[src/rtl/matrix_slot_store.sv]
// Slot allocator and element RAM for incoming matrices: scan/grant replacement, windowed writes,
// registered read port. Define MSTORE_RD_BYPASS_EN for write-first read behaviour on collisions.
module matrix_slot_store #(
  parameter int unsigned NUM_SLOTS   = 10,
  parameter int unsigned MAX_PER_DIM = 2,
  parameter int unsigned MAT_WORDS   = 25,
  parameter int unsigned DATA_W      = 4,
  parameter int unsigned ADDR_W      = 8
) (
  input  logic                 clk,
  input  logic                 rst_n,
  input  logic                 alloc_req,
  input  logic [2:0]           alloc_m,
  input  logic [2:0]           alloc_n,
  output logic                 addr_ready,
  output logic [ADDR_W-1:0]    base_addr,
  output logic [3:0]           alloc_slot,
  input  logic                 wr_en,
  input  logic [ADDR_W-1:0]    wr_addr,
  input  logic [31:0]          wr_data,
  input  logic                 commit,
  input  logic                 abort,
  input  logic [ADDR_W-1:0]    rd_addr,
  output logic [DATA_W-1:0]    rd_data,
  output logic [NUM_SLOTS-1:0] valid_mask,
  output logic                 drop_flag,
  output logic                 busy
);

  localparam int unsigned Depth   = NUM_SLOTS * MAT_WORDS;
  localparam int unsigned AddrW1  = ADDR_W + 1;
  localparam logic [ADDR_W:0] DepthW = AddrW1'(Depth);
  localparam logic [ADDR_W:0] WinW   = AddrW1'(MAT_WORDS);
  localparam logic [3:0] LastSlot    = 4'(NUM_SLOTS - 1);
  localparam logic [3:0] ClassCap    = 4'(MAX_PER_DIM);

  typedef enum logic [1:0] {StIdle, StScan, StGrant, StFill} state_e;
  state_e state_q, state_d;

  logic [2:0]           req_m_q, req_m_d, req_n_q, req_n_d;
  logic [3:0]           scan_idx_q, scan_idx_d;
  logic [3:0]           cls_cnt_q, cls_cnt_d, cls_idx_q, cls_idx_d;
  logic [7:0]           cls_age_q, cls_age_d;
  logic                 free_found_q, free_found_d;
  logic [3:0]           free_idx_q, free_idx_d;
  logic                 glob_found_q, glob_found_d;
  logic [3:0]           glob_idx_q, glob_idx_d;
  logic [7:0]           glob_age_q, glob_age_d;
  logic [3:0]           slot_q, slot_d, choice;
  logic [ADDR_W-1:0]    base_q, base_d;
  logic                 addr_ready_q, addr_ready_d;
  logic                 drop_q, drop_d;
  logic [NUM_SLOTS-1:0] valid_q, valid_d;
  logic [7:0]           age_q [NUM_SLOTS];
  logic [7:0]           age_d [NUM_SLOTS];
  logic [2:0]           slot_m_q [NUM_SLOTS];
  logic [2:0]           slot_m_d [NUM_SLOTS];
  logic [2:0]           slot_n_q [NUM_SLOTS];
  logic [2:0]           slot_n_d [NUM_SLOTS];
  logic [DATA_W-1:0]    mem [Depth];
  logic [DATA_W-1:0]    rd_data_q;
  logic                 wr_in_win, wr_accept, scan_hit;
  logic [ADDR_W:0]      wr_ext, base_ext;
  logic                 unused_wr_bits;

  function automatic logic dims_ok(input logic [2:0] m, input logic [2:0] n);
    return (m >= 3'd1) && (m <= 3'd5) && (n >= 3'd1) && (n <= 3'd5);
  endfunction

  assign unused_wr_bits = ^wr_data[31:DATA_W];
  assign wr_ext    = {1'b0, wr_addr};
  assign base_ext  = {1'b0, base_q};
  assign wr_in_win = (wr_ext >= base_ext) && (wr_ext < base_ext + WinW);
  assign wr_accept = wr_en && (state_q == StFill) && wr_in_win && !rst_n;
  assign scan_hit  = valid_q[scan_idx_q] && (slot_m_q[scan_idx_q] == req_m_q) &&
                     (slot_n_q[scan_idx_q] == req_n_q);

  // State register
  always_ff @(posedge clk) begin
    if (rst_n) state_q <= StIdle;
    else       state_q <= state_d;
  end

  // Next-state logic
  always_comb begin
    state_d = state_q;
    unique case (state_q)
      StIdle:  if (alloc_req && dims_ok(alloc_m, alloc_n)) state_d = StScan;
      StScan:  if (scan_idx_q == LastSlot) state_d = StGrant;
      StGrant: state_d = StFill;
      StFill: begin
        if (abort || commit)  state_d = StIdle;
        else if (alloc_req)   state_d = dims_ok(alloc_m, alloc_n) ? StScan : StIdle;
      end
      default: state_d = StIdle;
    endcase
  end

  // Datapath next-state: scan accumulators, grant choice, commit bookkeeping
  always_comb begin
    req_m_d      = req_m_q;
    req_n_d      = req_n_q;
    scan_idx_d   = scan_idx_q;
    cls_cnt_d    = cls_cnt_q;
    cls_idx_d    = cls_idx_q;
    cls_age_d    = cls_age_q;
    free_found_d = free_found_q;
    free_idx_d   = free_idx_q;
    glob_found_d = glob_found_q;
    glob_idx_d   = glob_idx_q;
    glob_age_d   = glob_age_q;
    slot_d       = slot_q;
    base_d       = base_q;
    addr_ready_d = 1'b0;
    drop_d       = drop_q | (wr_en & ~wr_accept);
    valid_d      = valid_q;
    age_d        = age_q;
    slot_m_d     = slot_m_q;
    slot_n_d     = slot_n_q;
    choice       = '0;

    if ((state_d == StScan) && (state_q != StScan)) begin
      req_m_d      = alloc_m;
      req_n_d      = alloc_n;
      scan_idx_d   = '0;
      cls_cnt_d    = '0;
      free_found_d = 1'b0;
      glob_found_d = 1'b0;
    end

    unique case (state_q)
      StScan: begin
        // Strict '>' while walking upward keeps age ties on the lower index
        if (scan_hit) begin
          cls_cnt_d = cls_cnt_q + 4'd1;
          if ((cls_cnt_q == '0) || (age_q[scan_idx_q] > cls_age_q)) begin
            cls_idx_d = scan_idx_q;
            cls_age_d = age_q[scan_idx_q];
          end
        end
        if (!valid_q[scan_idx_q] && !free_found_q) begin
          free_found_d = 1'b1;
          free_idx_d   = scan_idx_q;
        end
        if (valid_q[scan_idx_q] && (!glob_found_q || (age_q[scan_idx_q] > glob_age_q))) begin
          glob_found_d = 1'b1;
          glob_idx_d   = scan_idx_q;
          glob_age_d   = age_q[scan_idx_q];
        end
        scan_idx_d = scan_idx_q + 4'd1;
      end
      StGrant: begin
        if (cls_cnt_q >= ClassCap) choice = cls_idx_q;
        else if (free_found_q)     choice = free_idx_q;
        else                       choice = glob_idx_q;
        slot_d          = choice;
        base_d          = ADDR_W'(32'(choice) * MAT_WORDS);
        valid_d[choice] = 1'b0;
        addr_ready_d    = 1'b1;
        drop_d          = wr_en;
      end
      StFill: begin
        // A fresh alloc_req while filling commits the current slot implicitly
        if (!abort && (commit || alloc_req)) begin
          for (int j = 0; j < NUM_SLOTS; j++) begin
            if (4'(j) == slot_q) begin
              valid_d[j]  = 1'b1;
              age_d[j]    = '0;
              slot_m_d[j] = req_m_q;
              slot_n_d[j] = req_n_q;
            end else if (valid_q[j] && (age_q[j] != 8'hFF)) begin
              age_d[j] = age_q[j] + 8'd1;
            end
          end
        end
      end
      default: ;
    endcase
  end

  always_ff @(posedge clk) begin
    if (rst_n) begin
      req_m_q      <= '0;
      req_n_q      <= '0;
      scan_idx_q   <= '0;
      cls_cnt_q    <= '0;
      cls_idx_q    <= '0;
      cls_age_q    <= '0;
      free_found_q <= 1'b0;
      free_idx_q   <= '0;
      glob_found_q <= 1'b0;
      glob_idx_q   <= '0;
      glob_age_q   <= '0;
      slot_q       <= '0;
      base_q       <= '0;
      addr_ready_q <= 1'b0;
      drop_q       <= 1'b0;
      valid_q      <= '0;
      for (int j = 0; j < NUM_SLOTS; j++) begin
        age_q[j]    <= '0;
        slot_m_q[j] <= '0;
        slot_n_q[j] <= '0;
      end
    end else begin
      req_m_q      <= req_m_d;
      req_n_q      <= req_n_d;
      scan_idx_q   <= scan_idx_d;
      cls_cnt_q    <= cls_cnt_d;
      cls_idx_q    <= cls_idx_d;
      cls_age_q    <= cls_age_d;
      free_found_q <= free_found_d;
      free_idx_q   <= free_idx_d;
      glob_found_q <= glob_found_d;
      glob_idx_q   <= glob_idx_d;
      glob_age_q   <= glob_age_d;
      slot_q       <= slot_d;
      base_q       <= base_d;
      addr_ready_q <= addr_ready_d;
      drop_q       <= drop_d;
      valid_q      <= valid_d;
      age_q        <= age_d;
      slot_m_q     <= slot_m_d;
      slot_n_q     <= slot_n_d;
    end
  end

  // Element RAM, contents not reset
  always_ff @(posedge clk) begin
    if (wr_accept) mem[wr_addr] <= wr_data[DATA_W-1:0];
  end

  always_ff @(posedge clk) begin
    if (rst_n) begin
      rd_data_q <= '0;
    end else if ({1'b0, rd_addr} >= DepthW) begin
      rd_data_q <= '0;
`ifdef MSTORE_RD_BYPASS_EN
    end else if (wr_accept && (wr_addr == rd_addr)) begin
      rd_data_q <= wr_data[DATA_W-1:0];
`endif
    end else begin
      rd_data_q <= mem[rd_addr];
    end
  end

  // Outputs
  always_comb begin
    addr_ready = addr_ready_q;
    base_addr  = base_q;
    alloc_slot = slot_q;
    rd_data    = rd_data_q;
    valid_mask = valid_q;
    drop_flag  = drop_q;
    busy       = (state_q != StIdle);
  end

endmodule

[config.mk]
export PLATFORM = sky130hd
export DESIGN_NAME = matrix_slot_store
export DESIGN_NICKNAME = d
export VERILOG_FILES = /design/src/rtl/matrix_slot_store.sv
export SDC_FILE = /design/constraint.sdc
export NUM_CORES = 2
export LEC_CHECK = 0
export ABC_AREA = 1
export BUFFER_PORTS_ARGS = -buffer_cell sky130_fd_sc_hd__buf_2
export CAP_MARGIN = 20
export CORE_ASPECT_RATIO = 1.4
export CORE_UTILIZATION = 55
export DETAILED_ROUTE_END_ITERATION = 8
export PLACE_DENSITY = 0.78
export SLEW_MARGIN = 20
export SYNTH_ARGS = -nofsm -noshare
export SYNTH_HDL_FRONTEND = slang
export SYNTH_SLANG_ARGS = --single-unit
[constraint.sdc]
create_clock -name clk -period 3.41 [get_ports clk]
set_clock_uncertainty 0.05 [all_clocks]
set_input_delay 0.1705 -clock clk [delete_from_list [all_inputs] [get_ports clk]]
set_output_delay 0.1705 -clock clk [all_outputs]
set_load 0.01 [all_outputs]
# Yosys cells after proc, flatten, opt, wreduce, memory -nomap -nowiden
# Memory sizes are Yosys's and may differ from the RTL's. A register that Yosys moved wholly into a read port is not among the register bits.
# Index checks and enable logic that the tools add are counted.
[word_totals] regBits=210 mem_bits_rw=1000 output_inout_bits=29 memories=1
[classes] n_addsub=13 n_mul=1 n_lt_le_gt_ge=14 eq_ne=38 n_mux=69 bitwise_logic=6 n_reduce_logical=84
[memory_table] name="mem" words=250 word_bits=4 read_ports=1 rd_ports_with_merged_regs=1 wr=1 line="60" rtl="logic [DATA_W-1:0] mem [Depth];"
[op_table] operator="2-to-1 mux 8 bit" n=22
[op_table] operator="AND reduction 3 bit" n=31
[op_table] operator="adder 8 x 1 -> 8 bit (second input constant)" n=10
[op_table] operator="!= test 8 bit (second input constant)" n=10
[op_table] operator="binary-select mux 8 bit (select 4 bit)" n=1
[op_table] operator="2-to-1 mux 4 bit" n=8
[op_table] operator="nonzero test 2 bit" n=13
[op_table] operator="logical AND 1 bit" n=25
[op_table] operator="binary-select mux 3 bit (select 4 bit)" n=2
[op_table] operator="!= test 2 x 1 -> 1 bit (second input constant)" n=12
[op_table] operator="2-to-1 mux 1 bit" n=23
[op_table] operator="case mux 10 bit (2 select lines)" n=1
[op_table] operator="== test 3 x 4 -> 1 bit (first input constant)" n=4
[op_table] operator="> comparator 8 bit" n=2
[op_table] operator="2-to-1 mux 3 bit" n=4
[op_table] operator="bitwise AND 10 bit" n=1
[op_table] operator="< comparator 4 x 5 -> 1 bit (second input constant)" n=2
[op_table] operator="2-to-1 mux 10 bit" n=1
[op_table] operator="NOT 10 bit" n=1
[op_table] operator="adder 8 x 5 -> 9 bit (second input constant)" n=1
[op_table] operator="< comparator 8 x 9 -> 1 bit" n=1
[op_table] operator="adder 4 x 1 -> 4 bit (second input constant)" n=2
[op_table] operator="== test 2 x 4 -> 1 bit (first input constant)" n=2
[op_table] operator="== test 4 bit (first input constant)" n=2
[op_table] operator="other kinds (27)" n=44

# Longest topological paths before layout
[logic_depth] ltp_word=13 depth_mapped=23 depth_no_buf=19

# Worst setup path before layout
# Ideal clock, no wire load.
[synth_timing] kind="register to register" startpoint="reg, netlist name alloc_slot[0]" endpoint="mem mem[102][0] (enable)" setup_ns=0.329 arrival_ns=2.656 required_time_ns=3.031 slack_ns=0.375 stages_incl_launch_ff=16 path_buffers=2 synth_period_minus_slack_ns=3.035 path_cell_list="dfxtp_1 -> ha_1 -> nand2_2 -> nand2_2 -> xor2_1 -> ha_1 -> a21o_1 -> o21bai_1 -> a21boi_0 -> o21ai_2 -> nand4_4 -> inv_2 -> buf_12 -> nand3_4 -> buf_2 -> nor2_1"
[synth_lines] item="to (decl)" line="60"

==> results.toml <==
[outcome]
status = "finished clean"

[drt]
antenna_left = 0
num_vias = 38900
dr.pass1.iters = 7
drc_errors = 0
drt-vias-per-instance = 6.05
drt-total-wl_um = 138000
wl_per_cell_um = 21.5
drt_iter0_drc = 4320

[min_path]
min_path_cells = 5
hp-start = "rd_addr[5]"
holdPathEnd = "rd_data[1]"
min_path_type = "input port to register"

[worst_setup_path]
cp.required_ns = 3.75
cp_num_buf_inv = 6
critPathTopFamily = "buffers and inverters"
worstPathArrival_ns = 3.56
startpoint_type = "register"
worst_path_largest_cell_delay_ns = 0.36
r2r-start = "alloc_slot[0]"
reg2reg_depth = 16
critPathMaxFanout = 16
crit_chain = "buf_4 > inv_1 > ha_1 > inv_1 > ha_1 > nand3_1 > a21oi_1 > o21bai_1 > a21boi_0 > o21ai_2 > nand4_4 > inv_2 > buf_12 > nand3_1 > buf_6 > nor2_4"
rr_endpoint = "mem[0][3]"
critPathKind = "register to register"
slowest_stage = "dfxtp_1"
reg2reg_setup_slack_ns = 0.19
crit_path_end_kind = "register"

[global_route]
grt_pass1_vias = 37000
grt_use_total_pct = 27.8
grt_first_pass_wirelength_um = 206000
antenna_found_initial = 0
grt_max_degree = 134
grt_overflow = 0

[timing]
finalHoldViolCount = 0
finalCriticalPeriod_ns = 3.22
setup_viol = 0
slew-limit-headroom_pct = 4.92
rsz0062_at_grt = "yes"
drv_slew = 0
tightest_slew_ns = 1.42
period_share_pct = 94.5
tns_ns = 0
setup_slack_ns = 0.186
fmax_mhz = 310

[placed_design]
preCtsSetupSlack_ns = 0.00523
dp_hpwl_um = 84900
gp_routability_congestion = 0.941
portBuffers = 60

[clock_network]
clk_latency_ns = 0.72
cts_tree = "built"
clock_path_buffers = 3
cts_buffers = 106
clock-sinks = 1211
htreeDepth = 3
path_clk_slew_ns = 0.07
cts_root_buf = "clkbuf_16"

[layout]
antenna_cells = 0
area_delta_synth_final_pct = 12.9
drive_gt1_share_pct = 12.9
fillers = 7061
final_nets = 5243

[yosys]
synth_fa_ha_area_share_pct = 1.56
ys_seq_elements = 1211
yosysMostFrequentCell = "nor2_1"
synth_nets = 5232
synthArstFlopShare_pct = 0
avgSynthCellArea_sq_um = 10.3
ys_top_cells_by_area = "edfxtp_1, dfxtp_1, nor2_1, o21ai_0, nand2_1"
synth_warnings = 0
synth_top_family_by_area = "simple AND/OR/NAND/NOR gates"
ys_types = 55
synth_edf_count = 1000
synth.area.mux_share_pct = 0.0190
yosysSeqAreaShare_pct = 64.9
yosys-top-cells-count = "nor2_1, edfxtp_1, o21ai_0, nand2_1, nand3_1"
synth_area_sq_mm = 0.0528
syn_inst = 5107
synth_xor_area_share_pct = 0.199
synth.top_cell.area_share_pct = 56.9
yosys.area.top_type = "edfxtp_1"
synth_compound_area_share_pct = 12.1
ys.flop_type = "edfxtp_1"
synthSimpleGateAreaFrac_pct = 16.1

[die]
core-area_sq_mm = 0.0952
rows = 134
dieHeight_um = 369
die_width_um = 264
start_util_pct = 55.4
die-area_sq_mm = 0.0972
io_pins = 89

[power_and_ir_drop]
power.total_uw = 30900
power.density_mw_per_mm2 = 519
leakagePower_uw = 0.0201
max-vdd-ir-drop_v = 0.000345

[flow_run]
max-cap-violations = 0
[cell families (layout without fill, tap and decap cells)]
| logic type | count (synthesis) | after routing |
|---|---|---|
| DFF | 1211 | 1211 |
| and+or+nand+nor | 2023 | 2023 |
| muxes | 1 | 1 |
| adders and majority gates | 65 | 65 |
| buffers and inverters | 616 | 718 |
| xor gates and xnor gates | 12 | 12 |
| AOI/OAI and AO/OA | 1179 | 1179 |
[metrics by stage]
step | utilization [%] | hold WS [ns] | instances | area (sq um)
floorplan | - | 0.219 | 5107 | 52800
global placement | 57.0 | 0.384 | 6203 | 54300
detailed placement | 57.0 | 0.388 | 6203 | 54300
CTS | 61.2 | 0.0918 | 6421 | 58200
global route | 62.6 | 0.181 | 6433 | 59600
finish | 62.6 | 0.214 | 6433 | 59600
[layer usage]
metal	up-vias	GRT usage (%)	share of wire, %
li1	17900	-	-
met3	440	4.18	8.7
met1	18500	32.5	36
met2	2075	47.9	49
met5	-	0	0
met4	0	17.6	6.2
[final cells by class]
type / instances / area, sq um / area share (%)
Clock buffer: 132 / 2900 / 4.86
Clock inverter: 67 / 832 / 1.40
Inverter: 302 / 1150 / 1.93
Multi-Input combinational cell: 3280 / 16900 / 28.4
Sequential cell: 1211 / 34300 / 57.5
Tap cell: 1224 / 1530 / 2.57
Timing Repair Buffer: 217 / 2020 / 3.39
[registers in the layout (all words and copies together), names as in the netlist, 2 cells and up]
signal      count
cls_idx_q       4
glob_idx_q      4
slot_n_q       30
scan_idx_q      4
glob_age_q      8
base_addr       5
cls_cnt_q       4
free_idx_q      4
alloc_slot      4
cls_age_q       8
mem          1000
req_m_q         3
req_n_q         3
rd_data         4
valid_mask     10
slot_m_q       30
age_q          80
state_q         2
[worst max-delay path by stage]
stage | start | end | slack (ns) | cells past startpoint
3_5_place_dp | alloc_slot[1] | mem[249][2] | 0.005 | 14
6_report | alloc_slot[0] | mem[0][3] | 0.19 | 16
4_1_cts | alloc_slot[1] | mem[249][1] | 0.01 | 14
3_3_place_gp | alloc_slot[1] | mem[247][2] | 0.06 | 14
5_1_grt | alloc_slot[0] | mem[198][0] | -0.008 | 15
2_1_floorplan | alloc_slot[0] | mem[102][0] | 0.37 | 15
[timing repair]
item	4_1_cts	5_1_grt
hold buffers	19	0
setup buffers	0	11
hold endpoints to repair	271	0
endpoints found under the setup margin	0	958
gates resized for setup	0	342
[worst reg2reg max path: stages (launching register included)]
cell and delay (ns):
dfxtp_1 0.36, buf_4 0.16, inv_1 0.09, ha_1 0.30, inv_1 0.04, ha_1 0.26, nand3_1 0.08, a21oi_1 0.07
o21bai_1 0.11, a21boi_0 0.12, o21ai_2 0.17, nand4_4 0.18, inv_2 0.12, buf_12 0.21, nand3_1 0.12, buf_6 0.26
nor2_4 0.20
[cell usage in the layout, fill, tap and decap left out, types with 19 or more instances in the layout]
master	count
clkbuf_16	112
buf_12	34
nor3_1	71
nor2_1	780
dlygate4sd3_1	19
o211ai_1	114
a21oi_1	275
ha_1	64
o21ai_0	668
nand2_1	533
buf_4	102
edfxtp_1	1000
nand3_1	308
buf_2	54
dfxtp_1	209
nor2_2	144
nor2_4	98
inv_1	284
o22ai_1	67
[power by group]
| group | total (uW) | internal [uW] | switching (uW) |
|---|---|---|---|
| Sequential | 16000 | 16000 | 16.0 |
| Clock | 12800 | 7350 | 5430 |
| Combinational | 2130 | 567 | 1560 |
| Total | 30900 | 23900 | 7010 |
No activity file was read; power rests on OpenSTA's default activity.
